===== src/rtl/pond_stream_pkg.sv =====
// Shared types and default widths for the pond read-side stream adapter.
// Holds the capture FSM state encoding used by pond_stream_out.
package pond_stream_pkg;

   localparam int DATA_WIDTH_DEF   = 16;
   localparam int CONFIG_WIDTH_DEF = 16;

   typedef enum logic [1:0] {
      ST_IDLE = 2'd0,
      ST_RUN  = 2'd1,
      ST_DONE = 2'd2
   } state_e;

endpackage


===== src/rtl/stream_fifo.sv =====
// Synchronous FIFO: one push and one pop per cycle, head visible one cycle after push.
// Push while full is accepted only alongside a pop; otherwise the word is dropped.
module stream_fifo #(
   parameter int  WIDTH = 16,
   parameter int  DEPTH = 4,
   localparam int AW    = $clog2(DEPTH)
) (
   input  logic             clk,
   input  logic             rst,
   input  logic             clr_i,
   input  logic             push_i,
   input  logic [WIDTH-1:0] push_dat_i,
   input  logic             pop_i,
   output logic             full_o,
   output logic             empty_o,
   output logic [AW:0]      count_o,
   output logic [WIDTH-1:0] head_o
);

   logic [WIDTH-1:0] mem_q [DEPTH];
   logic [AW-1:0]    wr_ptr_q, rd_ptr_q;
   logic [AW:0]      count_q;
   logic             push_acc, pop_acc;

   assign empty_o  = (count_q == '0);
   assign full_o   = (count_q == (AW+1)'(DEPTH));
   assign pop_acc  = pop_i & ~empty_o;
   assign push_acc = push_i & (~full_o | pop_acc);
   assign count_o  = count_q;
   assign head_o   = empty_o ? '0 : mem_q[rd_ptr_q];

   always_ff @(posedge clk or posedge rst) begin
      if (rst) begin
         wr_ptr_q <= '0;
         rd_ptr_q <= '0;
         count_q  <= '0;
      end else if (clr_i) begin
         wr_ptr_q <= '0;
         rd_ptr_q <= '0;
         count_q  <= '0;
      end else begin
         if (push_acc) wr_ptr_q <= wr_ptr_q + AW'(1);
         if (pop_acc)  rd_ptr_q <= rd_ptr_q + AW'(1);
         count_q <= count_q + {{AW{1'b0}}, push_acc} - {{AW{1'b0}}, pop_acc};
      end
   end

   // Storage needs no reset: head is masked to zero while empty.
   always_ff @(posedge clk) begin
      if (push_acc && !clr_i) mem_q[wr_ptr_q] <= push_dat_i;
   end

endmodule


===== src/rtl/pond_stream_out.sv =====
// Captures pond read data on 2-D scheduled cycles into a FIFO, drained as ready/valid.
// Capture-to-valid latency 1 cycle; a full FIFO without a pop drops the word and sets overflow.
module pond_stream_out
   import pond_stream_pkg::*;
#(
   parameter int DATA_WIDTH   = DATA_WIDTH_DEF,
   parameter int CONFIG_WIDTH = CONFIG_WIDTH_DEF,
   parameter int FIFO_DEPTH   = 4
) (
   input  logic                          clk,
   input  logic                          rst,
   input  logic                          clk_en,
   input  logic                          flush,
   input  logic [CONFIG_WIDTH-1:0]       cycle_count,
   input  logic [DATA_WIDTH-1:0]         data_in,
   input  logic [1:0]                    dimensionality,
   input  logic [CONFIG_WIDTH-1:0]       ranges_0,
   input  logic [CONFIG_WIDTH-1:0]       ranges_1,
   input  logic [CONFIG_WIDTH-1:0]       sched_starting_addr,
   input  logic [CONFIG_WIDTH-1:0]       sched_strides_0,
   input  logic [CONFIG_WIDTH-1:0]       sched_strides_1,
   output logic [DATA_WIDTH-1:0]         data_out,
   output logic                          valid_out,
   input  logic                          ready_in,
   output logic [$clog2(FIFO_DEPTH):0]   fifo_count,
   output logic                          done,
   output logic                          overflow
);

   state_e                  state_q, state_d, state_eff;
   logic [CONFIG_WIDTH-1:0] i0_q, i0_d, i1_q, i1_d;
   logic [CONFIG_WIDTH-1:0] sched_addr_q, sched_addr_d, next_cap;
   logic                    ovf_q, ovf_d;
   logic                    capture, last_cap, pop, fifo_full, fifo_empty, fifo_clr;

   // Reset/flush land in RUN; with zero loop levels RUN reads as IDLE, so the
   // asynchronous reset value does not depend on a configuration input.
   always_comb begin
      state_eff = state_q;
      if (state_q == ST_RUN && dimensionality == 2'd0) state_eff = ST_IDLE;
   end

   assign next_cap  = sched_starting_addr + sched_addr_q;
   assign capture   = clk_en & ~flush & (state_eff == ST_RUN) & (cycle_count == next_cap);
   assign last_cap  = (i0_q == ranges_0) && (dimensionality == 2'd1 || i1_q == ranges_1);
   assign valid_out = ~fifo_empty;
   assign pop       = clk_en & ~flush & valid_out & ready_in;
   assign fifo_clr  = clk_en & flush;
   assign overflow  = ovf_q;

   always_ff @(posedge clk or posedge rst) begin
      if (rst) state_q <= ST_RUN;
      else if (clk_en) state_q <= state_d;
   end

   always_comb begin
      state_d = state_q;
      if (flush) begin
         state_d = ST_RUN;
      end else begin
         case (state_eff)
            ST_RUN:  if (capture && last_cap) state_d = ST_DONE;
            default: state_d = state_q;
         endcase
      end
   end

   always_comb begin
      done = (state_eff != ST_RUN);
   end

   always_comb begin
      i0_d         = i0_q;
      i1_d         = i1_q;
      sched_addr_d = sched_addr_q;
      ovf_d        = ovf_q;
      if (flush) begin
         i0_d         = '0;
         i1_d         = '0;
         sched_addr_d = '0;
         ovf_d        = 1'b0;
      end else if (capture) begin
         if (i0_q != ranges_0) begin
            i0_d         = i0_q + CONFIG_WIDTH'(1);
            sched_addr_d = sched_addr_q + sched_strides_0;
         end else begin
            i0_d         = '0;
            i1_d         = i1_q + CONFIG_WIDTH'(1);
            sched_addr_d = sched_addr_q + sched_strides_1;
         end
         if (fifo_full && !pop) ovf_d = 1'b1;
      end
   end

   always_ff @(posedge clk or posedge rst) begin
      if (rst) begin
         i0_q         <= '0;
         i1_q         <= '0;
         sched_addr_q <= '0;
         ovf_q        <= 1'b0;
      end else if (clk_en) begin
         i0_q         <= i0_d;
         i1_q         <= i1_d;
         sched_addr_q <= sched_addr_d;
         ovf_q        <= ovf_d;
      end
   end

   stream_fifo #(
      .WIDTH (DATA_WIDTH),
      .DEPTH (FIFO_DEPTH)
   ) u_fifo (
      .clk        (clk),
      .rst        (rst),
      .clr_i      (fifo_clr),
      .push_i     (capture),
      .push_dat_i (data_in),
      .pop_i      (pop),
      .full_o     (fifo_full),
      .empty_o    (fifo_empty),
      .count_o    (fifo_count),
      .head_o     (data_out)
   );

endmodule


===== config.mk =====
export PLATFORM = sky130hd
export DESIGN_NAME = pond_stream_out
export DESIGN_NICKNAME = d
export VERILOG_FILES = /design/src/rtl/pond_stream_pkg.sv /design/src/rtl/stream_fifo.sv /design/src/rtl/pond_stream_out.sv
export SDC_FILE = /design/constraint.sdc
export NUM_CORES = 1
export LEC_CHECK = 0
export ABC_AREA = 1
export CAP_MARGIN = 25
export CELL_PAD_IN_SITES_DETAIL_PLACEMENT = 1
export CELL_PAD_IN_SITES_GLOBAL_PLACEMENT = 1
export CORE_ASPECT_RATIO = 0.6
export CORE_UTILIZATION = 53
export CTS_BUF_LIST = sky130_fd_sc_hd__clkbuf_4 sky130_fd_sc_hd__clkbuf_8
export CTS_CLUSTER_DIAMETER = 60
export DETAILED_ROUTE_END_ITERATION = 12
export DONT_BUFFER_PORTS = 1
export PLACE_DENSITY = 0.95
export SYNTH_ARGS = -nofsm -noshare
export SYNTH_HDL_FRONTEND = slang
export SYNTH_SLANG_ARGS = --single-unit

===== constraint.sdc =====
create_clock -name clk -period 5.65 [get_ports clk]
set_input_delay 0.8475 -clock clk [delete_from_list [all_inputs] [get_ports clk]]
set_output_delay 0.8475 -clock clk [all_outputs]
set_load 0.01 [all_outputs]

# Word level (Yosys, flattened, before mapping)
# Memory sizes are Yosys's and may differ from the RTL's.
# Cells that the tools add are included.
# classes
n_addsub	9
eq_ne	10
muxes	24
n_bitwise	12
n_reduce_logical	20
# ops
op	n
$mux W16	10
$add A16 B16 Y16	3
$eq A16 B16 Y1	3
$add A16 B1 Y16 const B	2
$mux W2	8
$ne A16 B16 Y1	1
$reduce_bool A2 Y1	6
$reduce_and A3 Y1	3
$and A1 B1 Y1	8
$eq A2 B1 Y1 const B	3
$logic_and A1 B1 Y1	5
$mux W1	5
$add A2 B1 Y2 const B	2
$add A3 B1 Y3	1
$eq A3 B3 Y1 const B	1
$logic_not A3 Y1	1
$mux W3	1
$not A1 Y1	3
$sub A3 B1 Y3	1
$logic_not A1 Y1	2
$logic_not A2 Y1	1
$ne A2 B1 Y1 const B	1
$ne A2 B2 Y1 const B	1
$reduce_and A2 Y1	1
2 further kinds	2
# word_totals
ff_bits	58
mem_bits_rw	64
input_bits	119
output_inout_bits	22
wordCells	84
memories	1
# mem_list
memory	depth	width	read_ports	rd_ports_with_merged_regs	wr	line	text
u_fifo.mem_q	4	16	1	0	1	stream_fifo.sv:20	logic [WIDTH-1:0] mem_q [DEPTH];

# Depth between registers and ports, before layout
# logic_depth
word_depth	10
ltp_mapped	24
depth_no_buf	21

# Modules after synthesis
# A second synthesis with hierarchy kept.
# unflattened
cells_unflattened	1176
hier_area_um2	8603.3
# modules_own_cells
mod	n_inst	cells_each	area_each_um2	seq_area_each_um2
pond_stream_out	1	908	5566.6	1277.5
stream_fifo	1	268	3036.7	2097.0

# Least setup slack after synthesis
# Ideal clock, no wire load.
# synth_timing
path_kind	input -> register
startpoint	input port ranges_0[10]
endpoint	register sched_addr_q[10]
setup_time_ns	0.122
t_arrival_ns	3.584
required_time_ns	5.528
setup_slack_ns	1.944
stages	23
path_buffers	2
path_cell_list	xnor2_1 -> nand4_1 -> nor2_1 -> nand2_1 -> buf_2 -> clkinv_1 -> clkbuf_1 -> nand2_1 -> nand2_1 -> ha_1 -> inv_1 -> fa_1 -> inv_1 -> nand3_1 -> nand2_1 -> nand2_1 -> nand2_1 -> a21oi_1 -> o21ai_0 -> a21oi_1 -> or2_2 -> nand3_1 -> a21oi_1
# synth_via
elab_chain_len	4
# synth_lines
element	line	text
start: declaration	pond_stream_out.sv:17	input logic [CONFIG_WIDTH-1:0] ranges_0,
$ne A16 B16 Y1	pond_stream_out.sv:83	if (i0_q != ranges_0) begin
$mux W16	pond_stream_out.sv:83	
$mux W16	pond_stream_out.sv:82	end else if (capture) begin
$mux W16	pond_stream_out.sv:77	if (flush) begin
end signal: assignment	pond_stream_out.sv:104	sched_addr_q <= sched_addr_d;
end: declaration	pond_stream_out.sv:32	logic [CONFIG_WIDTH-1:0] sched_addr_q, sched_addr_d, next_cap;
# No other way between the ends. The select of a mux whose other input is x is not followed.
# A chain may end at the register's enable or synchronous reset.

# Worst setup path after layout
# layout_timing
startpoint	register i0_q[9]
endpoint	register sched_addr_q[15]
# layout_via
elab_chain_len	4
# layout_lines
element	line	text
start: declaration	pond_stream_out.sv:31	logic [CONFIG_WIDTH-1:0] i0_q, i0_d, i1_q, i1_d;
start signal: assignment	pond_stream_out.sv:102	i0_q <= i0_d;
$ne A16 B16 Y1	pond_stream_out.sv:83	
$mux W16	pond_stream_out.sv:83	
$mux W16	pond_stream_out.sv:82	
$mux W16	pond_stream_out.sv:77	
# No other way between the ends. The select of a mux whose other input is x is not followed.

==> results_dict.tcl <==
set metrics [dict create \
    status "finished, final reports clean" \
    grt_max_degree 59 \
    clock_skew_ns 0.0173 \
    clk_pin_slew_worst_paths_ns 0.09 \
    critPathKind "flip-flop to flip-flop" \
    critPathMaxFanout 25 \
    die_y_um 98.6 \
    cellLeakagePower_uw 0.00388 \
    grt_pass1_wl_um 43700 \
    drive_gt1_share_pct 8.94 \
    fmax_ghz 0.241 \
    worstSkewPairLatency_ns 0.47 \
    grt_pass1_vias 8002 \
    period_needed_ns 4.14 \
    yosysUniqueCellTypes 48 \
    cts_hold_buf 0 \
    cts-resized-gates 0 \
    synth_area_leaders "edfxtp_1 23%, dfrtp_1 17%, nand2_1 12%, ha_1 5.8%, nor2_1 5.6%" \
    core_area_um2 14800 \
    tightest_slew_ns 0.914 \
    drv_slew 0 \
    rows 34 \
    syn_area_per_cell_um2 7.76 \
    peakVddDrop_mv 0.213 \
    ioPinCount 141 \
    layout.cells.most_common "nand2_1" \
    fillers 1868 \
    cts-buffers-inserted 17 \
    yosysWarnings 0 \
    place_hpwl_um 20000 \
    fp.dieW_um 163 \
    totalWireLength_um 27700 \
    dieArea_um2 16100 \
    end_kind "flip-flop" \
    antenna_found_initial 0 \
    p_per_area_nw_per_um2 302 \
    hold_viol 0 \
    seq_area_frac_synth_pct 40.9 \
    via_per_inst 6.03 \
    hold_class "input pin to flip-flop" \
    hold_slack_ns 0.471 \
    drc_errors 0 \
    final_cell_mix "266 x nand2_1, 124 x nor2_1, 109 x inv_1" \
    nNetsFinal 1221 \
    startpoint_type "flip-flop" \
    drv_cap 0 \
    synth_top_area_share_pct 23.3 \
    cp_data_required_time_ns 6.02 \
    port_buffers 0 \
    syn_area_um2 8250 \
    n_antenna_cell 0 \
    area_delta_synth_final_pct 6.19 \
    rsz0062_at_grt "no" \
    post-route-util_pct 59.0 \
    gr-total-overflow 0 \
    cts_tree "done" \
    postSynthCellCount 1063 \
    synth_top_area_cell "edfxtp_1" \
    synth-main-ff-cell "edfxtp_1" \
    tns_ns 0 \
    place_congestion 0.912 \
    drt_iter0_markers 604 \
    h-tree-depth 4 \
    cts_setup_buffers 0 \
    placed_area_um2 8370 \
    fin_crit_sh_pct 73.3 \
    cts.sinks 122 \
    grt_use_total_pct 36.0 \
    max-clock-path-buffers 2 \
    stdcell_area_um2 8760 \
    arrival_ns 4.51 \
    async_reset_ff_share_pct 47.5 \
    num_vias 7673 \
    start_util_pct 55.5 \
    relSlewSlack_pct 38.9 \
    dr.pass1.iters 4 \
    ant_nets 0 \
    final-setup-viol-count 0 \
    wl_per_cell_um 21.8 \
    synth_edf_count 64 \
    root_buffer "clkbuf_8" \
    ys_ff_latch 122 \
    synthesis.nets 1223 \
]
==> state kept, by name, summed over array words and instances (netlist names) <==
register,count
overflow,1
state_q,2
i0_q,16
u_fifo.rd_ptr_q,2
i1_q,16
u_fifo.mem_q,64
sched_addr_q,16
u_fifo.count_o,3
u_fifo.wr_ptr_q,2
==> logic make-up (layout without fill, tap and decap cells) <==
| group | after synthesis | count (layout) | share of synthesized area (%) |
|---|---|---|---|
| and+or+nand+nor | 564 | 564 | 30.3 |
| DFF | 122 | 122 | 40.9 |
| AOI/OAI and AO/OA | 137 | 137 | 9.03 |
| adders and majority gates | 41 | 41 | 6.49 |
| xor gates and xnor gates | 52 | 52 | 5.52 |
| buffers and inverters | 147 | 158 | 7.71 |
==> routing by layer <==
layer | GRT usage [%] | wire length (um)
met5 | 0 | 0
met4 | 13.9 | 749
met3 | 8.80 | 2560
met2 | 57.6 | 12700
met1 | 47.2 | 11600
==> layout make-up <==
| cell class | instances | area (um2) | share of cell area, % |
|---|---|---|---|
| clock buffers | 17 | 234 | 2.67 |
| well taps | 198 | 248 | 2.83 |
| multi-input cells | 794 | 4240 | 48.4 |
| flip-flops and latches | 122 | 3370 | 38.5 |
| clock inverters | 15 | 150 | 1.71 |
| repair buffers | 11 | 82.6 | 0.943 |
| inverters | 115 | 432 | 4.93 |
==> synth_stat cells, drive strengths merged (15+ instances only) <==
| library cell | number |
|---|---|
| nand2 | 272 |
| nor2 | 132 |
| a21oi | 61 |
| dfrtp | 57 |
| o21ai | 68 |
| nand4 | 22 |
| inv | 113 |
| edfxtp | 64 |
| xor2 | 17 |
| ha | 38 |
| clkbuf | 20 |
| or2 | 15 |
| nand3 | 78 |
| nor3 | 27 |
| xnor2 | 35 |
==> final timing paths <==
path,startpoint,to,slack [ns],cells past startpoint
worst min-delay path,data_in[1],u_fifo.mem_q[0][1],0.47,0
worst max-delay path,i0_q[9],sched_addr_q[15],1.51,18
worst min register to register,state_q[0],state_q[0],0.48,2
max in group asynchronous,rst,i0_q[10],4.58,2
min in group asynchronous,rst,sched_addr_q[9],0.51,2
worst max register to register,i0_q[9],sched_addr_q[15],1.51,18
==> per-stage QoR <==
| step | power (uW) | instances | setup slack, ns |
|---|---|---|---|
| floorplan | 1630 | 1063 | 1.94 |
| global placement | 1780 | 1240 | 1.58 |
| detailed placement | 1850 | 1240 | 1.35 |
| CTS | 2630 | 1272 | 1.62 |
| global route | 2770 | 1272 | 1.38 |
| finish | 2640 | 1272 | 1.51 |
==> worst max-delay path, stage by stage, from the launching register on <==
cell,delay [ns]
dfrtp_1,0.48
xnor2_1,0.27
nand4_1,0.16
nor2_1,0.30
nand2_1,0.26
buf_4,0.27
clkinv_1,0.07
buf_4,0.30
nand2_1,0.08
nand2_1,0.10
ha_1,0.31
a21oi_1,0.24
nor2_1,0.12
o21ai_0,0.26
nand3_1,0.22
a21oi_1,0.26
nand3b_1,0.16
nand3b_1,0.08
o21ai_0,0.10
==> where the power goes <==
| part | internal (uW) | switching (uW) | total, uW |
|---|---|---|---|
| Clock | 329 | 450 | 779 |
| Combinational | 254 | 574 | 828 |
| Sequential | 974 | 62.2 | 1040 |
| Total | 1560 | 1090 | 2640 |
(Power assumes the default switching activity.)
